**src/rtl/dm_access_ctrl.sv**
```systemverilog
// Data-memory access controller: byte/half/word loads and stores over a word-wide port,
// sub-word stores by read-modify-write. Optional trace output under DMCTRL_TRACE_EN.
module dm_access_ctrl #(
  parameter int unsigned AW = 5
) (
  input  logic          clk,
  input  logic          rst_n,
  input  logic          req_valid,
  output logic          req_ready,
  input  logic          req_we,
  input  logic [1:0]    req_size,
  input  logic          req_signed,
  input  logic [31:0]   req_addr,
  input  logic [31:0]   req_wdata,
  output logic          resp_valid,
  output logic [31:0]   resp_rdata,
  output logic          resp_err,
  output logic [AW-1:0] mem_addr,
  output logic [31:0]   mem_din,
  output logic          mem_DMWr,
  output logic          mem_MemR,
  input  logic [31:0]   mem_dout
);

  typedef enum logic [1:0] {StIdle, StRd, StWr, StResp} state_e;

  state_e        state_q, state_d;
  logic          we_q, signed_q, err_q;
  logic [1:0]    size_q;
  logic [AW+1:0] addr_q;  // bits above the word address are ignored, so not kept
  logic [31:0]   wdata_q, rbuf_q;

  logic          accept, req_err;
  logic [31:0]   merged, ext;
  logic [7:0]    lane_b;
  logic [15:0]   lane_h;

  assign req_ready = (state_q == StIdle);
  assign accept    = req_valid && req_ready;

  always_comb begin
    unique case (req_size)
      2'b00:   req_err = 1'b0;
      2'b01:   req_err = req_addr[0];
      2'b10:   req_err = |req_addr[1:0];
      default: req_err = 1'b1;
    endcase
  end

  always_comb begin
    state_d = state_q;
    case (state_q)
      StIdle: begin
        if (accept) begin
          if (req_err)                           state_d = StResp;
          else if (req_we && req_size == 2'b10)  state_d = StWr;
          else                                   state_d = StRd;
        end
      end
      StRd:    state_d = we_q ? StWr : StResp;
      StWr:    state_d = StResp;
      StResp:  state_d = StIdle;
      default: state_d = StIdle;
    endcase
  end

  always_ff @(posedge clk or negedge rst_n) begin
    if (!rst_n) begin
      state_q  <= StIdle;
      we_q     <= 1'b0;
      signed_q <= 1'b0;
      err_q    <= 1'b0;
      size_q   <= 2'b00;
      addr_q   <= '0;
      wdata_q  <= '0;
      rbuf_q   <= '0;
    end else begin
      state_q <= state_d;
      if (accept) begin
        we_q     <= req_we;
        signed_q <= req_signed;
        err_q    <= req_err;
        size_q   <= req_size;
        addr_q   <= req_addr[AW+1:0];
        wdata_q  <= req_wdata;
      end
      if (state_q == StRd) rbuf_q <= mem_dout;
    end
  end

  // Store merge: replace the addressed lane of the previously read word.
  always_comb begin
    merged = rbuf_q;
    case (size_q)
      2'b00: merged[{addr_q[1:0], 3'b000} +: 8] = wdata_q[7:0];
      2'b01: begin
        if (addr_q[1]) merged[31:16] = wdata_q[15:0];
        else           merged[15:0]  = wdata_q[15:0];
      end
      default: merged = wdata_q;
    endcase
  end

  assign lane_b = rbuf_q[{addr_q[1:0], 3'b000} +: 8];
  assign lane_h = addr_q[1] ? rbuf_q[31:16] : rbuf_q[15:0];

  always_comb begin
    ext = '0;
    if (state_q == StResp && !err_q && !we_q) begin
      case (size_q)
        2'b00:   ext = {{24{signed_q & lane_b[7]}}, lane_b};
        2'b01:   ext = {{16{signed_q & lane_h[15]}}, lane_h};
        default: ext = rbuf_q;
      endcase
    end
  end

  assign mem_MemR   = (state_q == StRd);
  assign mem_DMWr   = (state_q == StWr);
  assign mem_addr   = (mem_MemR || mem_DMWr) ? addr_q[AW+1:2] : '0;
  assign mem_din    = mem_DMWr ? merged : '0;
  assign resp_valid = (state_q == StResp);
  assign resp_err   = resp_valid && err_q;
  assign resp_rdata = ext;

`ifdef DMCTRL_TRACE_EN
  always @(posedge clk) begin
    if (rst_n && mem_DMWr) $display("dm_access_ctrl: write mem[%0d] = 0x%08h", mem_addr, mem_din);
    if (rst_n && resp_valid && resp_err)
      $display("dm_access_ctrl: error response addr=0x%0h size=%b", addr_q, size_q);
  end
`else
`endif

endmodule

```
**config.mk**
```make
export PLATFORM = sky130hd
export DESIGN_NAME = dm_access_ctrl
export DESIGN_NICKNAME = d
export VERILOG_FILES = /design/src/rtl/dm_access_ctrl.sv
export SDC_FILE = /design/constraint.sdc
export NUM_CORES = 1
export LEC_CHECK = 0
export CORE_MARGIN = 2
export CORE_UTILIZATION = 45
export DETAILED_ROUTE_END_ITERATION = 7
export PLACE_DENSITY = 0.91
export SLEW_MARGIN = 10
export SYNTH_ARGS = -nofsm -noshare
export SYNTH_HDL_FRONTEND = slang
export SYNTH_SLANG_ARGS = --single-unit
```
**constraint.sdc**
```tcl
create_clock -name clk -period 6.6 [get_ports clk]
set_input_delay 1.32 -clock clk [delete_from_list [all_inputs] [get_ports clk]]
set_output_delay 1.32 -clock clk [all_outputs]
set_load 0.02 [all_outputs]
```
==> results.txt, run 1 <==
Yosys warns - 0
CP delay by family, top - simple AND/OR/NAND/NOR gates
Critical-path cell list - inv_1, ha_1, nor3_1, a221oi_1, nor2_1, clkdlybuf4s50_1
Endpoints failing setup - 0
FF-to-FF setup slack - 4450 ps
Synth async-reset ratio - 1.00
Synth Instances - 510
Setup TNS Final - 0 ps
Distinct cells, synth - 49
Worst IR Drop VDD - 0.277 mV
CP peak stage delay - 850 ps
Post-synth top area share - 0.383
Dominant synthesized flop cell - dfrtp_1
Global-route wire length before repair - 26600 um
Fin cells - 780
Placed Area - 0.00661 mm^2
Worst Hold Slack - 498 ps
Storage cell area - 0.00195 mm^2
Slew margin rel. - 0.274
Drt wl/cell - 21.8 um
Post-synth EDFFs - 0
GRT Overall Usage - 0.275
Die W - 110 um
GR Overflow Total - 0
Starting Density - 0.466
Max-slew violations - 0
Critical Path Start - addr_q[0]
Finished layout cell area - 0.00694 mm^2
Buffers on Ports - 151
RSZ-0062 raised after global routing - false
#FFs+latches synth - 78
H-tree Lvls - 3
Critical Path End Type - primary output
Fill count - 888
CP max FO - 17
TritonCTS Buffers - 9
Hold Vio Cnt, Final - 0
Starting DRT DRC Count - 427
Pleak - 2.74 nW
Syn_nets - 622
Clock insertion delay at the later pin of the skew report - 350 ps
Ports - 177
RR Endpoint - wdata_q[22]
Mux contribution to synthesized area - 0.188
Compound-cell area share of the yosys netlist - 0.221
FMAX - 0.198 GHz
Post-route ant nets - 0
Post-synthesis sequential area ratio - 0.383
Post-Synth XOR/XNOR Area - 0
Layout cells sized above 1 - 0.184
Crit path DAT - 3740 ps
Status - finished, final reports clean
Antenna violations before repair - 0
Clock Skew - 7.27 ps
Root buffer cell - clkbuf_16
TritonCTS clock tree - built
Post-Synth Simple-Gate Area - 0.126
CTS resizes - 0
DRC viols - 0
Die area - 0.0122 mm^2
Reg2Reg Depth - 4
Largest family of logic cells by synthesized area - compound AO/OA/AOI/OAI gates
Slowest cell on the critical path - nor3_1
Post-layout minimum cycle time - 5060 ps
Cts hold-fix bufs - 0
Commonest non-fill, non-tap cell in the layout - clkdlybuf4s50_1
Vias/cell - 6.24
CP required - 5280 ps
Die height - 110 um
Hold Path Class - register to register
Synth Area in Adders - 0.0221
CP bufs+invs - 2
Leading area contributor after synthesis - dfrtp_1
Largest net degree at the start of global routing - 79
Critical path launch point type - register
Area grow syn2layout - 36.0%
# diodes - 0
Maximum capacitance violations - 0
Post-CTS setup buffer count - 0
Synthesized area - 0.00510 mm^2
Synth area leaders - dfrtp_1 38%, mux2_2 15%, nand2_1 4.9%, a32oi_1 4.0%, a22oi_1 3.4%
RePlAce Congestion - 0.910
Total clock sinks - 78
HPWL after DPL - 12000 um
Clk pin slew, worst setup/hold paths - 60 ps
Commonest non-fill, non-tap cells in the layout - 150 x clkdlybuf4s50_1, 78 x dfrtp_1, 69 x mux2_2, 65 x nand2_1, 32 x o21ai_0
Nets - 747
Crit path depth - 6
Worst Tran Pin Value - 1080 ps
Number of placement rows - 38
Inst Count DP - 764
Deepest clock path buffer count - 2
Core Region - 0.0109 mm^2
Power density over the cells - 544 mW/mm^2
First-pass detailed-route iteration total - 5
Area of the multi-input gates - 0.00285 mm^2
Crit path to - mem_din[5]
Vias - 4865
Vias in the first global route - 4787
WS Path Type - register to primary output
Syn avg cell area - 10.0 um^2
R2r startpoint - state_q[0]
Final WL - 17000 um
Period utilization - 0.766
-- cell families after synthesis --
family                   after synthesis
multiplexers                          78
adder cells (fa/ha/maj)                9
flip-flops                            78
AO/OA/AOI/OAI                        150
AND/OR/NAND/NOR                      129
buffers and inverters                 66
-- how the worst min path moves through the flow --
stage,startpoint,to,slack [ps],depth (start not counted)
2_1_floorplan,err_q,err_q,460,2
3_3_place_gp,err_q,err_q,480,2
3_5_place_dp,addr_q[3],addr_q[3],490,1
4_1_cts,addr_q[3],addr_q[3],500,1
5_1_grt,addr_q[6],addr_q[6],520,1
6_report,addr_q[3],addr_q[3],500,1
-- final cells by class --
class	instances	share of cell area
timing repair buffer	155	0.222
inverter	25	0.0135
clock inverter	4	0.0137
tap	140	0.0253
clock buffer	12	0.0341
multi-input combinational	366	0.410
sequential	78	0.281
-- metal layers --
| metal | track usage | wire length, um | up-vias |
|---|---|---|---|
| met1 | 0.369 | 7070 | 2364 |
| li1 | - | - | 2154 |
| met5 | 0 | 0 | - |
| met2 | 0.433 | 7720 | 296 |
| met4 | 0.121 | 692 | 0 |
| met3 | 0.0565 | 1490 | 51 |
-- cell usage after synthesis (2+ instances only) --
master,instances
a21oi_1,18
a221oi_1,8
a221oi_2,8
a22o_1,7
a22oi_1,23
a31oi_1,8
a32oi_1,23
and2_1,6
and4b_1,2
buf_1,4
buf_2,17
buf_4,2
buf_6,4
clkbuf_1,14
dfrtp_1,78
ha_1,9
inv_1,23
mux2_2,69
mux4_2,7
nand2_1,66
nand2b_1,8
nand3_1,2
nor2_1,19
nor2_2,3
nor2b_1,4
nor3_1,10
o21ai_0,32
o221ai_1,9
o22ai_1,7
-- flip-flops by register name, summed over array words and instances (netlist names) --
| register | count |
|---|---|
| we_q | 1 |
| wdata_q | 32 |
| size_q | 2 |
| addr_q | 7 |
| signed_q | 1 |
| rbuf_q | 32 |
| state_q | 2 |
| err_q | 1 |
-- power by group --
| part | switching [mW] | internal [mW] |
|---|---|---|
| sequential | 0.406 | 0.724 |
| combinational | 1.11 | 0.968 |
| clock | 0.200 | 0.369 |
-- stage by stage --
step                utilization  worst slack [ps]  power [mW]
floorplan                     -              3040        2.42
global placement          0.604              2060        3.08
detailed placement        0.604              1920        3.16
CTS                       0.634              1560        3.74
global route              0.634              1290        3.98
finish                    0.634              1540        3.77
Note: power is estimated with default switching activity, not from simulation.
==> inputs of run 2 (changes only) <==
CORE_UTILIZATION = 42   (was 45)
PLACE_DENSITY = 0.89   (was 0.91)
clock period = 4.5 ns   (was 6.6 ns; I/O delays follow)
==> run 2 against run 1 <==
Clock power grew 37%. Largest cell class unchanged. Clock skew shrank 1.5 ps. First-iteration DRC count grew 31%.
==> results.txt, run 2 (synthesis gave the netlist of run 1 again) <==
CTS resizes - 0
RePlAce Congestion - 0.963
Seq pwr share - 0.297
Top flop regs - rbuf_q: 32 flops, wdata_q: 32 flops, addr_q: 7 flops
Final WL - 16700 um
WS Path Type - register to primary output
Ports - 177
Post-CTS setup buffer count - 0
Worst Tran Pin Value - 1050 ps
TritonCTS clock tree - built
Comb power frac - 0.561
Vias in the first global route - 4669
Crit path DAT - 3250 ps
Max-slew violations - 0
DRC viols - 0
Buffers on Ports - 151
Commonest non-fill, non-tap cell in the layout - clkdlybuf4s50_1
CP peak stage delay - 830 ps
Antenna violations before repair - 0
Critical-path cell list - nor2b_1, nand2_1, o22ai_1, nor3_1, clkdlybuf4s50_1
HPWL after DPL - 12000 um
CP max FO - 24
Sw frac - 0.454
Root buffer cell - clkbuf_16
Nets - 751
Cts hold-fix bufs - 0
Commonest non-fill, non-tap cells in the layout - 150 x clkdlybuf4s50_1, 78 x dfrtp_1, 69 x mux2_2, 65 x nand2_1, 32 x o21ai_0
TritonCTS Buffers - 9
PnR Total Power - 5.48 mW
Clk pin slew, worst setup/hold paths - 60 ps
Clock insertion delay at the later pin of the skew report - 340 ps
Deepest clock path buffer count - 2
Post-route ant nets - 0
Slew margin rel. - 0.299
Starting DRT DRC Count - 558
Power density over the cells - 788 mW/mm^2
Endpoints failing setup - 0
FMAX - 0.241 GHz
Period utilization - 0.922
Number of placement rows - 40
Layout cells sized above 1 - 0.190
Pre-CTS WS - 800 ps
Hold Vio Cnt, Final - 0
Cell Int Power - 2.99 mW
Die height - 114 um
Die W - 114 um
RSZ-0062 raised after global routing - false
Setup TNS Final - 0 ps
Vias - 4836
Die area - 0.0130 mm^2
First-pass detailed-route iteration total - 7
GRT Overall Usage - 0.258
Maximum capacitance violations - 0
GR Overflow Total - 0
# diodes - 0
Slowest cell on the critical path - dfrtp_1
H-tree Lvls - 3
Clk pwr share - 0.142
Critical path launch point type - register
Critical Path End Type - primary output
Switching power - 2.49 mW
Final worst slack - 350 ps
Core Region - 0.0119 mm^2
Pleak - 2.76 nW
Worst IR Drop VDD - 0.416 mV
Largest net degree at the start of global routing - 79
Post-layout minimum cycle time - 4150 ps
Area grow syn2layout - 36.4%
Clock Skew - 5.75 ps
Vias/cell - 6.13
Total clock sinks - 78
CP required - 3600 ps
Starting Density - 0.428
Drt wl/cell - 21.2 um
Status - finished, final reports clean
Hold Path Class - register to register
Global-route wire length before repair - 25700 um
==> run 2: cell types whose count changed in the layout (fill, tap and decap cells not counted), sizes merged <==
cell and delta:
clkinvlp +1, buf +4, clkbuf -2, bufinv -1
==> run 2: per-stage QoR <==
stage               instance area [um^2]  utilization  instances  hold WS, ps
floorplan                           5100            -        510          455
global placement                    6640        0.558        775          482
detailed placement                  6640        0.558        775          488
CTS                                 6950        0.584        789          502
global route                        6950        0.584        789          520
finish                              6950        0.584        789          501
==> run 2: worst max-delay path, delay by kind of cell (launching register included) <==
| family | cells | cell delay, ps |
|---|---|---|
| simple gates | 3 | 1180 |
| flops | 1 | 830 |
| buf+inv | 1 | 600 |
| compound gates | 1 | 290 |
==> run 2: final cells by class <==
class                           instances  area [um^2]
Clock inverter                          4         72.6
Clock buffer                           10          239
Tap cell                              147          184
Inverter                               25         93.8
Multi-Input combinational cell        366         2840
Timing Repair Buffer                  159         1570
Fill cell                            1010         4960
Sequential cell                        78         1950
==> run 2: power by group through the flow <==
| stage | sequential [mW] | clock, mW | combinational (mW) |
|---|---|---|---|
| after global routing | 1.66 | 0.821 | 3.30 |
| final | 1.63 | 0.778 | 3.07 |
| after detailed placement | 1.60 | 0 | 3.04 |
| after global placement | 1.58 | 0 | 2.94 |
| after CTS | 1.59 | 0.783 | 3.06 |
| after floorplan | 1.34 | 0 | 2.22 |
==> run 2: layer usage <==
layer	vias up	share of wire	wire length, um	track usage
met5	-	0	0	0
met4	0	0.028	464	0.0976
met3	43	0.085	1420	0.0551
met2	290	0.48	8010	0.413
met1	2339	0.41	6840	0.344
li1	2164	-	-	-
==> run 2: final timing paths <==
check	start	cells after the start	slack [ps]	end
min in group asynchronous	rst_n	1	720	wdata_q[2]
max in group asynchronous	rst_n	1	3140	rbuf_q[10]
worst max register to register	state_q[0]	4	2360	wdata_q[27]
worst min-delay path	addr_q[2]	1	500	addr_q[2]
worst min register to register	addr_q[2]	1	500	addr_q[2]
worst max-delay path	size_q[0]	5	350	resp_rdata[0]
